### config.mk
export PLATFORM = sky130hd
export DESIGN_NAME = ysyx_22050550_mul_ctrl
export DESIGN_NICKNAME = d
export VERILOG_FILES = /design/src/rtl/ysyx_22050550_mul_ctrl.sv
export SDC_FILE = /design/constraint.sdc
export NUM_CORES = 1
export LEC_CHECK = 0
export ABC_AREA = 0
export BUFFER_PORTS_ARGS = -buffer_cell sky130_fd_sc_hd__clkbuf_2
export CAP_MARGIN = 20
export CORE_AREA = 2 2 182 184
export DETAILED_ROUTE_END_ITERATION = 16
export DIE_AREA = 0 0 184 186
export GPL_ROUTABILITY_DRIVEN = 1
export PLACE_DENSITY = 0.8
export SYNTH_ARGS = -nofsm -noshare
export SYNTH_HDL_FRONTEND = slang
export SYNTH_SLANG_ARGS = --single-unit
### constraint.sdc
create_clock -name clock -period 19.9 [get_ports clock]
set_clock_uncertainty 0.2 [all_clocks]
set_input_delay 0 -clock clock [delete_from_list [all_inputs] [get_ports clock]]
set_output_delay 0 -clock clock [all_outputs]
set_load 0.02 [all_outputs]
### src/rtl/ysyx_22050550_mul_ctrl.sv
// Multiply sequencer that sits between EXU dispatch and the radix-4 Booth multiplier.
// It accepts one RV64M multiply op at a time, maps operands and sign mode onto the
// multiplier request, captures the 128-bit product, selects and sign-extends the
// architectural result, and holds it until writeback takes it. A small value-keyed
// cache of the last full product serves MUL directly when the operands match, which
// covers the common MULH* followed by MUL idiom without a second multiplier pass.
module ysyx_22050550_mul_ctrl #(
  parameter int unsigned REUSE_EN = 1,  // 1 = serve matching MUL from the cached low half
  parameter int unsigned RD_W     = 5   // destination register tag width
) (
  input  logic            clock,
  input  logic            reset,          // synchronous, active-low

  // Dispatch side
  input  logic            in_valid,
  output logic            in_ready,
  input  logic [2:0]      in_op,
  input  logic [63:0]     in_src1,
  input  logic [63:0]     in_src2,
  input  logic [RD_W-1:0] in_rd,
  input  logic            flush,

  // Multiplier side
  output logic            mul_valid,
  output logic            mul_flush,
  output logic            mul_w,
  output logic [1:0]      mul_signed,
  output logic [63:0]     mul_a,
  output logic [63:0]     mul_b,
  input  logic            mul_ready,
  input  logic            mul_out_valid,
  input  logic [63:0]     mul_res_h,
  input  logic [63:0]     mul_res_l,

  // Writeback side
  output logic            out_valid,
  input  logic            out_ready,
  output logic [63:0]     out_data,
  output logic [RD_W-1:0] out_rd
);

  typedef enum logic [1:0] {
    S_IDLE  = 2'd0,
    S_ISSUE = 2'd1,
    S_WAIT  = 2'd2,
    S_DONE  = 2'd3
  } state_e;

  // Normalised op kinds; the three unused raw encodings collapse onto OP_MUL.
  typedef enum logic [2:0] {
    OP_MUL    = 3'b000,
    OP_MULH   = 3'b001,
    OP_MULHSU = 3'b010,
    OP_MULHU  = 3'b011,
    OP_MULW   = 3'b100
  } op_e;

  function automatic op_e decode_op(input logic [2:0] raw);
    case (raw)
      3'b001:  decode_op = OP_MULH;
      3'b010:  decode_op = OP_MULHSU;
      3'b011:  decode_op = OP_MULHU;
      3'b100:  decode_op = OP_MULW;
      default: decode_op = OP_MUL;
    endcase
  endfunction

  // Architectural result from the raw 128-bit product.
  function automatic logic [63:0] select_result(input op_e       op,
                                                input logic [63:0] hi,
                                                input logic [63:0] lo);
    case (op)
      OP_MULH, OP_MULHSU, OP_MULHU: select_result = hi;
      OP_MULW:                      select_result = {{32{lo[31]}}, lo[31:0]};
      default:                      select_result = lo;
    endcase
  endfunction

  // Control state and registered outputs
  state_e          state_q;
  logic            out_valid_q;
  logic [63:0]     out_data_q;
  logic [RD_W-1:0] out_rd_q;
  logic            c_valid_q;

  // Latched operation (datapath, no reset needed)
  op_e             op_q;
  logic [63:0]     src1_q;
  logic [63:0]     src2_q;

  // Last full product, keyed by operand values
  logic [63:0]     c_src1_q;
  logic [63:0]     c_src2_q;
  logic [63:0]     c_lo_q;

  // Combinational helpers
  op_e             op_d;
  logic            accept;
  logic            reuse_hit;
  logic            capture;
  logic            cache_wr;
  logic [63:0]     result_d;

  assign op_d   = decode_op(in_op);

  // flush wins over a new request in IDLE: nothing is taken that cycle.
  assign accept = (state_q == S_IDLE) && in_valid && !flush;

  // Low 64 bits of a product do not depend on signedness, so any cached non-W
  // product answers a MUL with the same operand values.
  assign reuse_hit = (REUSE_EN != 0) && (op_d == OP_MUL) && c_valid_q
                  && (in_src1 == c_src1_q) && (in_src2 == c_src2_q);

  // A product arriving together with flush belongs to a killed op and is dropped.
  assign capture  = (state_q == S_WAIT) && mul_out_valid && !flush;
  assign cache_wr = capture && (op_q != OP_MULW);
  assign result_d = select_result(op_q, mul_res_h, mul_res_l);

  // Sequencer: state, result registers and the cache valid bit.
  always_ff @(posedge clock) begin
    // NOTE: sequential state uses non-blocking assignments so every register in
    // this block samples the pre-edge values regardless of statement order.
    if (!reset) begin
      state_q     <= S_IDLE;
      out_valid_q <= 1'b0;
      out_data_q  <= 64'd0;
      out_rd_q    <= '0;
      c_valid_q   <= 1'b0;
    end else if (flush) begin
      // Kill whatever is in flight; the cache is value-keyed and stays valid.
      state_q     <= S_IDLE;
      out_valid_q <= 1'b0;
    end else begin
      case (state_q)
        S_IDLE: begin
          if (in_valid) begin
            out_rd_q <= in_rd;
            if (reuse_hit) begin
              state_q     <= S_DONE;
              out_valid_q <= 1'b1;
              out_data_q  <= c_lo_q;
            end else begin
              state_q <= S_ISSUE;
            end
          end
        end
        S_ISSUE: begin
          // mul_valid mirrors mul_ready here, so leaving on mul_ready gives a
          // single-cycle request that the multiplier is guaranteed to take.
          if (mul_ready) state_q <= S_WAIT;
        end
        S_WAIT: begin
          if (mul_out_valid) begin
            state_q     <= S_DONE;
            out_valid_q <= 1'b1;
            out_data_q  <= result_d;
            if (op_q != OP_MULW) c_valid_q <= 1'b1;
          end
        end
        S_DONE: begin
          if (out_ready) begin
            state_q     <= S_IDLE;
            out_valid_q <= 1'b0;
          end
        end
        default: begin
          state_q     <= S_IDLE;
          out_valid_q <= 1'b0;
        end
      endcase
    end
  end

  // Operand latch and cache payload.
  always_ff @(posedge clock) begin
    // NOTE: these are pure datapath registers qualified by the control state or by
    // c_valid_q, so they carry no reset; garbage in them is never observed.
    if (accept) begin
      op_q   <= op_d;
      src1_q <= in_src1;
      src2_q <= in_src2;
    end
    if (cache_wr) begin
      c_src1_q <= src1_q;
      c_src2_q <= src2_q;
      c_lo_q   <= mul_res_l;
    end
  end

  // Sign mode for the multiplier: {src1 signed, src2 signed}.
  always_comb begin
    // NOTE: default first so every path assigns and no latch is inferred.
    mul_signed = 2'b11;
    if (op_q == OP_MULHSU)     mul_signed = 2'b10;
    else if (op_q == OP_MULHU) mul_signed = 2'b00;
  end

  // Multiplier request, driven from latched registers so it is stable ISSUE..WAIT.
  assign mul_w     = (op_q == OP_MULW);
  assign mul_a     = mul_w ? {{32{src1_q[31]}}, src1_q[31:0]} : src1_q;
  assign mul_b     = mul_w ? {{32{src2_q[31]}}, src2_q[31:0]} : src2_q;
  assign mul_valid = (state_q == S_ISSUE) && mul_ready;
  assign mul_flush = flush && (state_q == S_WAIT);

  // Dispatch and writeback handshakes.
  assign in_ready  = (state_q == S_IDLE);
  assign out_valid = out_valid_q;
  assign out_data  = out_data_q;
  assign out_rd    = out_rd_q;

endmodule

# --- Yosys cells after proc, flatten, opt, wreduce, memory -nomap -nowiden ---
# Index checks and enable logic that the tools add are counted.
word_totals:
  out_inout_bits: 204
  regBits: 396
  wordCells: 75
op_classes:
  n_eq_ne: 19
  reduce_logical: 22
  muxes: 21
  bitwise: 2
ops:
  columns: ["operator", "n"]
  rows:
  - ["$mux 64", 5]
  - ["$pmux 64 s2", 2]
  - ["$eq 64x64->1", 2]
  - ["$mux 2", 7]
  - ["$eq 3x2->1 const B", 4]
  - ["$pmux 3 s4", 1]
  - ["$logic_and 1x1->1", 10]
  - ["$reduce_and 5->1", 2]
  - ["$ne 2x2->1 const B", 4]
  - ["$pmux 2 s4", 1]
  - ["$reduce_and 4->1", 2]
  - ["$eq 3x1->1 const B", 2]
  - ["$eq 3x3->1 const B", 2]
  - ["$eq 2x2->1 const B", 2]
  - ["$mux 1", 4]
  - ["$logic_not 3->1", 1]
  - ["$ne 3x3->1 const B", 1]
  - ["$pmux 1 s3", 1]
  - ["$reduce_and 3->1", 1]
  - ["$reduce_bool 3->1", 1]
  - ["$reduce_or 3->1", 1]
  - ["$eq 2x1->1 const B", 1]
  - ["$logic_not 2->1", 1]
  - ["$ne 2x1->1 const B", 1]
  - ["4 further kinds", 5]

# --- Logic depth before layout (Yosys ltp) ---
# Gate-level depths: netlist of the first run.
logic_depth:
  depth_word: 9
  ltp_mapped: 9
  mapped_depth_nobuf: 8

# --- Worst setup path before layout of the first run ---
# No wires, ideal clock.
synth_timing:
  path_type: "register to register"
  from: "register state_q[0]"
  to: "register c_lo_q[0], enable pin"
  path_buffers: 2
  stages_incl_launch_ff: 7
  slack_ns: 4.681
  arrival_time_ns: 14.035
  path_cell_list: "dfxtp_1 -> inv_1 -> ha_1 -> clkbuf_1 -> clkbuf_1 -> nand2_1 -> nor3_1"
synth_between:
  elab_chain_len: 4
synth_rtl:
  columns: ["element", "line_no", "rtl"]
  rows:
  - ["from (decl)", "80", "state_e state_q;"]
  - ["from (signal assigned)", "124", "state_q <= S_IDLE;"]
  - ["from (signal assigned)", "131", "state_q <= S_IDLE;"]
  - ["from (signal assigned)", "139", "state_q <= S_DONE;"]
  - ["$eq 2x2->1", "115", "assign capture = (state_q == S_WAIT) && mul_out_valid && !flush;"]
  - ["$logic_and 1x1->1 (2 in series)", "115", null]
  - ["$logic_and 1x1->1", "116", "assign cache_wr = capture && (op_q != OP_MULW);"]
  - ["net cache_wr", "101", "logic cache_wr;"]
  - ["to (signal assigned)", "186", "c_lo_q <= mul_res_l;"]
  - ["to (decl)", "94", "logic [63:0] c_lo_q;"]
# The timed path passes the listed nets, and every way through them passes these cells.
# A chain may end at the register's enable or synchronous reset.

# --- Worst setup path in the final report of the first run ---
layout_timing:
  from: "register op_q[1]"
  to: "register out_data_q[43] (netlist: out_data[43])"
layout_between:
  elab_chain_len: 5
  elab_cells_between_ends: 8
  classes_between: "eq/ne: 4; mux: 3; reduce/logical: 1"
layout_rtl:
  columns: ["element", "line_no", "rtl"]
  rows:
  - ["from (decl)", "87", "op_e op_q;"]
  - ["from (signal assigned)", "179", "op_q <= op_d;"]
  - ["$eq 3x2->1 / $eq 3x1->1 (equally long branches)", "72", "case (op)"]
  - ["$reduce_or 3->1", "72", null]
  - ["$pmux 64 s2 *", "72", null]
  - ["$mux 64 *", "153", "if (mul_out_valid) begin"]
  - ["$pmux 64 s2 *", "134", "case (state_q)"]
  - ["to (signal assigned)", "141", "out_data_q <= c_lo_q;"]
  - ["to (signal assigned)", "156", "out_data_q <= result_d;"]
  - ["to (decl)", "82", "logic [63:0] out_data_q;"]
# Mark *: on every way between the ends. The rest lies on a longest branch, timed or not. The select of a mux whose other input is x is not followed.

==> results of run 1 <==
-- critical path, delay by kind of cell, from the launching register on --
| kind | cells | cell delay (ns) |
|---|---|---|
| AND/OR/NAND/NOR | 3 | 0.38 |
| buffers and inverters | 4 | 1.88 |
| AO/OA/AOI/OAI | 2 | 1.24 |
| flip-flops | 1 | 0.45 |
| multiplexers | 1 | 0.07 |
-- synthesized netlist by cell type --
master,n,area [sq um]
buf_1,5,18.8
or4_1,1,7.51
and4_1,1,8.76
xnor2_1,62,543
o22ai_1,8,50.1
clkbuf_1,61,229
buf_4,64,480
inv_1,27,101
a22o_1,1,8.76
nor3b_1,1,7.51
nor4_2,1,12.5
a2111o_1,2,22.5
edfxtp_1,323,9700
a21oi_1,3,15.0
nand2b_1,4,25.0
o21ai_0,33,165
o41ai_1,1,8.76
xor2_1,36,315
a221oi_1,32,280
a221o_1,1,10.0
nor3_1,4,20.0
and3_1,3,18.8
or4_4,1,11.3
or3_1,1,6.26
nor2_1,9,33.8
nand2_1,131,492
nand3_1,34,170
a2111oi_0,7,61.3
a222oi_1,1,10.0
nand3b_1,2,15.0
nand4_1,20,125
o21a_1,1,7.51
buf_6,7,78.8
mux2i_1,70,701
a211oi_1,2,15.0
o21ai_1,1,5.00
and2_1,2,12.5
dfxtp_1,73,1460
nor4_1,13,81.3
nor2b_1,35,219
o211ai_1,64,480
o2111ai_1,1,8.76
a311oi_1,1,8.76
ha_1,5,62.6
a21o_1,64,480
-- power by group through the flow --
stage | combinational (mW) | clock [mW] | sequential [mW]
3_3_place_gp | 0.177 | 0 | 0.952
4_1_cts | 0.236 | 0.856 | 0.936
2_1_floorplan | 0.101 | 0 | 0.961
6_report | 0.251 | 0.860 | 0.938
5_1_grt | 0.263 | 0.894 | 0.939
3_5_place_dp | 0.181 | 0 | 0.954
-- area by class of cell --
cell class,instances,area [sq um]
fill,1809,8390
clock inverter,24,352
sequential,396,11200
clock buffer,51,1140
tap,408,510
antenna,7,17.5
multi-input combinational,659,4580
inverter,27,106
timing repair buffer,832,5960
-- logic make-up (layout without fill, tap and decap cells) --
family	after synthesis	in the layout	share of synthesized area, %
flip-flops	396	396	67.3
other	0	7	0
multiplexers	70	70	4.22
AO/OA/AOI/OAI	223	223	9.87
XOR/XNOR	98	98	5.17
buffers and inverters	164	934	5.47
adder cells (fa/ha/maj)	5	5	0.377
AND/OR/NAND/NOR	263	263	7.63
-- path summary, 6_finish.rpt --
| check | slack [ns] | cells after the start | end |
|---|---|---|---|
| worst max-delay path | 15.52 | 10 | out_data[43] |
| worst min-delay path | 0.02 | 2 | c_lo_q[60] |
| worst max register to register | 15.52 | 10 | out_data[43] |
| worst min register to register | 0.25 | 0 | c_src1_q[15] |
-- routing by layer --
metal  global-route usage, %  wire, um
met2                    56.5     28600
met3                    12.0      6730
met5                    1.63        15
met1                    39.0     20700
met4                    17.6      3030
-- sequential cells by signal, indices dropped and copies added, names as in the netlist --
| name | count |
|---|---|
| c_lo_q | 64 |
| c_src1_q | 64 |
| src2_q | 64 |
| out_rd | 5 |
| op_q | 3 |
| c_valid_q | 1 |
| out_data | 64 |
| state_q | 2 |
| out_valid | 1 |
| src1_q | 64 |
| c_src2_q | 64 |
==> results.sh, run 1 <==
export IMPL_outcome="completed"
export IMPL_via_per_inst=5.87
export IMPL_power_density_nw_per_um2=86.0
export IMPL_fin_area_sq_um=23800
export IMPL_synth_area_sq_um=16600
export IMPL_die_y_um=186
export IMPL_timing_final_crit_period_ns=4.38
export IMPL_crit_type="reg2reg"
export IMPL_worst_path_max_fanout=64
export IMPL_syn_to_final_growth_pct=43.5
export IMPL_placed_area_sq_um=18900
export IMPL_slowest_delay_ns=1.10
export IMPL_cts_made_buffers=41
export IMPL_yosys_warnings=0
export IMPL_drt_iter0_drc=1526
export IMPL_postRouteAntennaNets=0
export IMPL_h_tree_depth=2
export IMPL_total_power_mw=2.05
export IMPL_finalCritPeriodShare_pct=22.0
export IMPL_drc=0
export IMPL_syn_avg_cell_area_sq_um=13.6
export IMPL_intPower_mw=1.56
export IMPL_pwr_share_comb_pct=12.2
export IMPL_peakVddDrop_mv=0.0883
export IMPL_rsz0062_at_grt="false"
export IMPL_p_sw_uw=491
export IMPL_startpoint="op_q[1]"
export IMPL_cts_clk_slew_worst_paths_ns=0.07
export IMPL_placed_cells=1977
export IMPL_core_region_area_sq_um=32200
export IMPL_setup_ws_ns=15.52
export IMPL_fin_tns_setup_ns=0
export IMPL_slew_headroom_pct=19.7
export IMPL_nets=2233
export IMPL_first_pass_iters=6
export IMPL_yosys_register_bits=396
export IMPL_worstHoldStart="mul_res_l[60]"
export IMPL_wl_um=59100
export IMPL_start_util_pct=51.5
export IMPL_row_count=66
export IMPL_leakage_nw=9.89
export IMPL_dr_total_vias=14100
export IMPL_max_clock_path_buffers=3
export IMPL_port_buffers=474
export IMPL_fp_dieArea_sq_um=34200
export IMPL_power_share_sequential_pct=45.8
export IMPL_swShare_pct=24.0
export IMPL_hold_buffers=344
export IMPL_worstReg2RegStart="op_q[1]"
export IMPL_setup_viol=0
export IMPL_cap_violations=0
export IMPL_hold_viol_final=0
export IMPL_grt_total_usage_pct=34.1
export IMPL_final_cells=2404
export IMPL_place_congestion=0.822
export IMPL_worst_hold_slack_ns=0.0194
export IMPL_final_cell_mix="clkbuf_2 (473), dlygate4sd3_1 (344), edfxtp_1 (323)"
export IMPL_synth_cells=1219
export IMPL_cts_tree="yes"
export IMPL_slew_violations=0
export IMPL_grt_pass1_vias=14600
export IMPL_ys_types=45
export IMPL_pin_count=475
export IMPL_root_buffer="clkbuf_16"
export IMPL_dp_slack_ns=16.04
export IMPL_cpMaxStageDelayCell="a221oi_1"
export IMPL_cp_cell_sequence="nor2_4 -> buf_4 -> nor2_4 -> buf_4 -> a221oi_1 -> nand2_1 -> o211ai_1 -> dlygate4sd3_1 -> mux2i_1 -> dlygate4sd3_1"
export IMPL_antenna_found_initial=6
export IMPL_end_kind="flop"
export IMPL_worstPathRequired_ns=20.11
export IMPL_clock_latency_ns=0.53
export IMPL_grt_first_pass_wirelength_um=87200
export IMPL_final_common_cell="clkbuf_2"
export IMPL_hpwl_um=32000
export IMPL_start_kind="flop"
export IMPL_worst_pin_slew_ns=1.20
export IMPL_yosysSeqAreaShare_pct=67.3
export IMPL_drive_gt1_share_pct=28.3
export IMPL_clock_fmax_ghz=0.228
export IMPL_final_util_pct=74.0
export IMPL_grt_max_degree=80
export IMPL_holdCritPathClass="in2reg"
export IMPL_worstPathArrival_ns=4.59
export IMPL_post_cts_buffers=0
export IMPL_power_frac_clock_pct=42.0
export IMPL_grt_overflow=0
export IMPL_post_cts_resized=0
export IMPL_die_w_um=184
export IMPL_syn_num_nets=1495
export IMPL_routedWlPerCell_um=24.6
export IMPL_cts_sinks=396
(Power assumes the default switching activity.)
==> run 2, diff against run 1 <==
==> config.mk (replaced) <==
export PLATFORM = sky130hd
export DESIGN_NAME = ysyx_22050550_mul_ctrl
export DESIGN_NICKNAME = d
export VERILOG_FILES = /design/src/rtl/ysyx_22050550_mul_ctrl.sv
export SDC_FILE = /design/constraint.sdc
export NUM_CORES = 1
export LEC_CHECK = 0
export ABC_AREA = 1
export BUFFER_PORTS_ARGS = -buffer_cell sky130_fd_sc_hd__clkbuf_2
export CAP_MARGIN = 20
export CORE_AREA = 2 2 177 214
export DETAILED_ROUTE_END_ITERATION = 16
export DIE_AREA = 0 0 179 216
export GPL_ROUTABILITY_DRIVEN = 1
export PLACE_DENSITY = 0.76
export SYNTH_ARGS = -nofsm -noshare
export SYNTH_HDL_FRONTEND = slang
export SYNTH_SLANG_ARGS = --single-unit
==> constraint.sdc (replaced) <==
create_clock -name clock -period 3.6 [get_ports clock]
set_clock_uncertainty 0.2 [all_clocks]
set_input_delay 0 -clock clock [delete_from_list [all_inputs] [get_ports clock]]
set_output_delay 0 -clock clock [all_outputs]
set_load 0.02 [all_outputs]
==> run 2 against run 1 <==
Utilization shrank 7.0 points. Via count grew 11%. Sequential share of layout area shrank 1.2 points. Largest cell class unchanged. Critical endpoint is now out_data[8]. Global-route usage shrank 3.1 points. Synthesized cell count grew 30%. Sequential cell count is the same. Combinational power grew to 6.5 times the previous value. Critical path depth grew 3. Clock power grew to 4.9 times the previous value.
==> results.sh, run 2 <==
export IMPL_drive_gt1_share_pct=24.1
export IMPL_rsz0062_at_grt="false"
export IMPL_port_buffers=474
export IMPL_yosys_register_bits=396
export IMPL_slew_headroom_pct=46.2
export IMPL_dr_total_vias=15600
export IMPL_fp_dieArea_sq_um=38700
export IMPL_via_per_inst=5.46
export IMPL_leakage_nw=10.4
export IMPL_final_cells=2865
export IMPL_hpwl_um=33400
export IMPL_cts_clk_slew_worst_paths_ns=0.07
export IMPL_intPower_mw=8.18
export IMPL_timing_final_crit_period_ns=3.31
export IMPL_hold_viol_final=0
export IMPL_pin_count=475
export IMPL_ys_flop_type="edfxtp_1"
export IMPL_cts_tree="yes"
export IMPL_synthArstFlopShare_pct=0
export IMPL_h_tree_depth=2
export IMPL_syn_to_final_growth_pct=44.2
export IMPL_clock_fmax_ghz=0.302
export IMPL_synth_fa_ha_area_share_pct=0.369
export IMPL_regToRegEndpoint="out_data[8]"
export IMPL_outcome="completed"
export IMPL_setup_ws_ns=0.292
export IMPL_worstSetupPathDepth=13
export IMPL_max_clock_path_buffers=3
export IMPL_cts_sinks=396
export IMPL_place_congestion=0.856
export IMPL_power_share_sequential_pct=47.2
export IMPL_dp_slack_ns=0.308
export IMPL_syn_num_nets=1864
export IMPL_synth_cells=1588
export IMPL_clock_latency_ns=0.55
export IMPL_die_y_um=216
export IMPL_start_util_pct=46.4
export IMPL_row_count=77
export IMPL_first_pass_iters=7
export IMPL_root_buffer="clkbuf_16"
export IMPL_multi_input_area_sq_um=4730
export IMPL_synth_top_family_by_area="simple AND/OR/NAND/NOR gates"
export IMPL_drt_iter0_drc=1521
export IMPL_routedWlPerCell_um=21.3
export IMPL_crit_type="reg2reg"
export IMPL_cts_made_buffers=40
export IMPL_muxShareOfSynthArea_pct=0
export IMPL_wl_um=60900
export IMPL_final_common_cell="clkbuf_2"
export IMPL_post_cts_buffers=0
export IMPL_worst_path_max_fanout=42
export IMPL_worstPathArrival_ns=3.52
export IMPL_finalCritPeriodShare_pct=91.9
export IMPL_grt_total_usage_pct=30.9
export IMPL_placed_cells=2416
export IMPL_setup_viol=0
export IMPL_slowest_delay_ns=0.59
export IMPL_worstReg2RegStart="c_src1_q[2]"
export IMPL_yosys_warnings=0
export IMPL_synth_common_cells="nand2_1 (391), edfxtp_1 (323), nor2_1 (168), a21oi_1 (112), nand3_1 (105)"
export IMPL_antenna_found_initial=6
export IMPL_cp_top_family="simple AND/OR/NAND/NOR gates"
export IMPL_nets=2632
export IMPL_synth_top_area_share_pct=57.2
export IMPL_peakVddDrop_mv=0.448
export IMPL_synth_area_sq_um=17000
export IMPL_r2r_cells=13
export IMPL_synth_edff_count=323
export IMPL_grt_first_pass_wirelength_um=91000
export IMPL_end_kind="flop"
export IMPL_slew_violations=0
export IMPL_ff_latch_area_sq_um=11200
export IMPL_yosys_area_share_simple_pct=16.2
export IMPL_p_sw_mw=2.88
export IMPL_ys_types=25
export IMPL_die_w_um=179
export IMPL_fin_tns_setup_ns=0
export IMPL_endpoint="out_data[8]"
export IMPL_power_frac_clock_pct=38.2
export IMPL_synth_top_area_cell="edfxtp_1"
export IMPL_synth_compound_area_share_pct=5.31
export IMPL_start_kind="flop"
export IMPL_synth_most_common_cell="nand2_1"
export IMPL_power_density_nw_per_um2=452
export IMPL_final_cell_mix="clkbuf_2 (474), nand2_1 (391), dlygate4sd3_1 (372)"
export IMPL_critPathBufInv=1
export IMPL_grt_max_degree=92
export IMPL_cpMaxStageDelayCell="dlygate4sd3_1"
export IMPL_worstPathRequired_ns=3.82
export IMPL_synth_xor_area_share_pct=5.58
export IMPL_postRouteAntennaNets=0
export IMPL_core_region_area_sq_um=36500
export IMPL_fillers=2358
export IMPL_worst_pin_slew_ns=0.806
export IMPL_holdCritPathClass="in2reg"
export IMPL_rrSetupSlack_ns=0.29
export IMPL_drc=0
export IMPL_grt_pass1_vias=16500
export IMPL_syn_avg_cell_area_sq_um=10.7
export IMPL_startpoint="c_src1_q[2]"
export IMPL_swShare_pct=26.0
export IMPL_cp_cell_sequence="xnor2_1 -> nand2_1 -> nor2_1 -> nand2_1 -> nor2_1 -> nand2_1 -> nor2_1 -> nand3_1 -> nand2_8 -> nand3_1 -> nand2_1 -> dlygate4sd3_1 -> nor2_1"
export IMPL_synth_area_leaders="edfxtp_1 (57%), nand2_1 (8.7%), dfxtp_1 (8.6%)"
export IMPL_cap_violations=0
export IMPL_grt_overflow=0
export IMPL_pwr_share_comb_pct=14.7
export IMPL_yosysSeqAreaShare_pct=65.8
[run 2: metrics by stage]
stage / utilization, % / area (sq um) / hold WS, ns / power, mW
detailed placement: 53.1 / 19400 / -0.00351 / 6.50
global placement: 53.1 / 19400 / -0.00584 / 6.47
finish: 67.0 / 24500 / 0.00960 / 11.1
global route: 67.0 / 24400 / 0.0108 / 11.4
CTS: 66.9 / 24400 / 0.0000528 / 10.9
floorplan: - / 17000 / -0.101 / 6.02
[run 2: worst min-delay path by stage]
stage	startpoint	cells after the start	end	slack, ns
2_1_floorplan	mul_res_l[0]	0	c_lo_q[0]	-0.10
3_3_place_gp	mul_res_l[53]	1	c_lo_q[53]	-0.006
3_5_place_dp	mul_res_l[15]	1	c_lo_q[15]	-0.004
4_1_cts	in_src2[29]	2	src2_q[29]	0.00005
5_1_grt	in_src1[29]	2	src1_q[29]	0.01
6_report	mul_res_l[63]	2	c_lo_q[63]	0.01
[run 2: per-layer routing]
metal	routed length (um)	GRT usage (%)
met1	20300	33.6
met2	29000	51.3
met5	11	0
met4	4150	20.1
met3	7420	10.1
[run 2: worst register-to-register path, stage by stage (launching register included)]
cell and delay [ns]:
edfxtp_1 0.39, xnor2_1 0.24, nand2_1 0.09, nor2_1 0.11
nand2_1 0.13, nor2_1 0.19, nand2_1 0.09, nor2_1 0.23
nand3_1 0.29, nand2_8 0.32, nand3_1 0.17, nand2_1 0.08
dlygate4sd3_1 0.59, nor2_1 0.06
[run 2: kinds of logic (layout without fill, tap and decap cells)]
logic type	Yosys count	count (layout)
simple gates	686	686
xor+xnor	108	108
compound gates	171	171
buf+inv	222	1020
fa+ha+maj	5	5
flops	396	396
other cells	0	5
[run 2: power by group through the flow]
stage / sequential [mW] / combinational (mW) / clock, mW
3_5_place_dp: 5.30 / 1.20 / 0
4_1_cts: 5.20 / 1.53 / 4.21
6_report: 5.22 / 1.62 / 4.23
3_3_place_gp: 5.29 / 1.18 / 0
2_1_floorplan: 5.35 / 0.678 / 0
5_1_grt: 5.23 / 1.73 / 4.42
[run 2: layout make-up]
cell class / instances / area share [%]
multi-input combinational: 970 / 19.4
timing repair buffer: 867 / 25.9
tap: 474 / 2.43
antenna: 5 / 0.0512
sequential: 396 / 45.7
clock inverter: 19 / 0.640
inverter: 81 / 1.27
clock buffer: 53 / 4.67
[run 2: what timing repair did]
action	in CTS	in global routing
resized for setup	0	2
setup endpoints to repair	0	4
hold buffers	372	0
endpoints found under the hold margin	354	0
==> run 3, diff against run 2 <==
==> config.mk (replaced) <==
export PLATFORM = sky130hd
export DESIGN_NAME = ysyx_22050550_mul_ctrl
export DESIGN_NICKNAME = d
export VERILOG_FILES = /design/src/rtl/ysyx_22050550_mul_ctrl.sv
export SDC_FILE = /design/constraint.sdc
export NUM_CORES = 1
export LEC_CHECK = 0
export ABC_AREA = 1
export CAP_MARGIN = 20
export CORE_AREA = 2 2 186 188
export DETAILED_ROUTE_END_ITERATION = 16
export DIE_AREA = 0 0 188 190
export DONT_BUFFER_PORTS = 1
export GPL_ROUTABILITY_DRIVEN = 1
export PLACE_DENSITY = 0.69
export SYNTH_ARGS = -nofsm -noshare
export SYNTH_HDL_FRONTEND = slang
export SYNTH_SLANG_ARGS = --single-unit
==> run 3 against run 2 <==
The run now fails in 4_1_cts. Area after synthesis did not move. Synthesized cell count did not move.
==> results.sh, run 3 <==
export IMPL_outcome="aborted with a tool error"
export IMPL_stop_stage="4_1_cts"
export IMPL_error="[ERROR RSZ-0060] Max buffer count reached."
export IMPL_synth_fa_ha_area_share_pct=0.369
export IMPL_hpwl_um=29800
export IMPL_start_util_pct=50.0
export IMPL_synth_xor_area_share_pct=5.58
export IMPL_ys_types=25
export IMPL_yosysSeqAreaShare_pct=65.8
export IMPL_hold_buffers=408
export IMPL_h_tree_depth=2
export IMPL_yosys_warnings=0
export IMPL_yosys_area_share_simple_pct=16.2
export IMPL_placed_area_sq_um=17300
export IMPL_pin_count=475
export IMPL_syn_num_nets=1864
export IMPL_die_w_um=188
export IMPL_synth_area_leaders="edfxtp_1 (57%), nand2_1 (8.7%), dfxtp_1 (8.6%)"
export IMPL_synth_common_cells="nand2_1 (391), edfxtp_1 (323), nor2_1 (168), a21oi_1 (112), nand3_1 (105)"
export IMPL_port_buffers=0
export IMPL_synth_compound_area_share_pct=5.31
export IMPL_post_cts_resized=0
export IMPL_synth_top_area_share_pct=57.2
export IMPL_die_y_um=190
export IMPL_synth_cells=1588
export IMPL_row_count=68
export IMPL_syn_avg_cell_area_sq_um=10.7
export IMPL_synth_most_common_cell="nand2_1"
export IMPL_synth_top_family_by_area="simple AND/OR/NAND/NOR gates"
export IMPL_yosys_register_bits=396
export IMPL_synthArstFlopShare_pct=0
export IMPL_synth_area_sq_um=17000
export IMPL_post_cts_buffers=0
export IMPL_synth_top_area_cell="edfxtp_1"
export IMPL_cts_sinks=396
export IMPL_ys_flop_type="edfxtp_1"
export IMPL_max_clock_path_buffers=3
export IMPL_muxShareOfSynthArea_pct=0
export IMPL_place_congestion=0.905
export IMPL_root_buffer="clkbuf_16"
export IMPL_cts_made_buffers=41
export IMPL_synth_edff_count=323
[run 3: per-stage QoR]
stage	setup WS, ns	TNS (ns)	cells	util, %	hold WS [ns]
2_1_floorplan	-1.26	-286.78	1588	-	-0.101
3_3_place_gp	0.803	0	1961	51.1	-0.101
3_5_place_dp	0.763	0	1961	51.1	-0.101
[run 3: cells by family after synthesis]
| group | after synthesis |
|---|---|
| AO/OA/AOI/OAI | 171 |
| buffers and inverters | 222 |
| AND/OR/NAND/NOR | 686 |
| flip-flops | 396 |
| XOR/XNOR | 108 |
| adder cells (fa/ha/maj) | 5 |
==> run 4, diff against run 3 <==
--- a/config.mk
+++ b/config.mk
@@ -7,12 +7,12 @@
 export LEC_CHECK = 0
 export ABC_AREA = 1
 export CAP_MARGIN = 20
-export CORE_AREA = 2 2 186 188
+export CORE_AREA = 2 2 209 211
 export DETAILED_ROUTE_END_ITERATION = 16
-export DIE_AREA = 0 0 188 190
+export DIE_AREA = 0 0 211 213
 export DONT_BUFFER_PORTS = 1
 export GPL_ROUTABILITY_DRIVEN = 1
-export PLACE_DENSITY = 0.69
+export PLACE_DENSITY_LB_ADDON = 0.15
 export SYNTH_ARGS = -nofsm -noshare
 export SYNTH_HDL_FRONTEND = slang
 export SYNTH_SLANG_ARGS = --single-unit
==> constraint.sdc (replaced) <==
create_clock -name clock -period 4.7 [get_ports clock]
set_clock_uncertainty 0.2 [all_clocks]
set_input_delay 0 -clock clock [delete_from_list [all_inputs] [get_ports clock]]
set_output_delay 0 -clock clock [all_outputs]
set_load 0.02 [all_outputs]
==> run 4 against run 3 <==
The run again fails in 4_1_cts. Area after synthesis is the same. Synthesized cell count is the same.
==> results.sh, run 4 <==
export IMPL_outcome="aborted with a tool error"
export IMPL_stop_stage="4_1_cts"
export IMPL_error="[ERROR RSZ-0060] Max buffer count reached."
export IMPL_pin_count=475
export IMPL_start_util_pct=39.7
export IMPL_max_clock_path_buffers=3
export IMPL_hold_buffers=419
export IMPL_hpwl_um=30600
export IMPL_place_congestion=0.767
export IMPL_synth_cells=1588
export IMPL_synth_top_area_share_pct=57.2
export IMPL_post_cts_resized=0
export IMPL_synth_area_leaders="edfxtp_1 (57%), nand2_1 (8.7%), dfxtp_1 (8.6%)"
export IMPL_yosysSeqAreaShare_pct=65.8
export IMPL_syn_avg_cell_area_sq_um=10.7
export IMPL_post_cts_buffers=0
export IMPL_die_w_um=211
export IMPL_root_buffer="clkbuf_16"
export IMPL_syn_num_nets=1864
export IMPL_ys_types=25
export IMPL_synth_most_common_cell="nand2_1"
export IMPL_synth_edff_count=323
export IMPL_synth_area_sq_um=17000
export IMPL_placed_cells=2011
export IMPL_cts_sinks=396
export IMPL_row_count=76
export IMPL_synth_top_area_cell="edfxtp_1"
export IMPL_ys_flop_type="edfxtp_1"
export IMPL_yosys_register_bits=396
export IMPL_synthArstFlopShare_pct=0
export IMPL_dp_slack_ns=1.55
export IMPL_synth_common_cells="nand2_1 (391), edfxtp_1 (323), nor2_1 (168), a21oi_1 (112), nand3_1 (105)"
export IMPL_cts_made_buffers=43
export IMPL_die_y_um=213
export IMPL_h_tree_depth=2
export IMPL_port_buffers=0
export IMPL_yosys_warnings=0
-- run 4: cell counts after synthesis --
No cell type changed its count.
-- run 4: logic make-up after synthesis --
kind of cell | synth area share, %
buf+inv | 6.71
compound gates | 5.31
simple gates | 16.2
xor+xnor | 5.58
fa+ha+maj | 0.369
flops | 65.8
-- run 4: through the flow --
stage	TNS (ns)	util, %	area (sq um)
2_1_floorplan	-0.787	-	17000
3_3_place_gp	0	40.0	17100
3_5_place_dp	0	40.0	17100
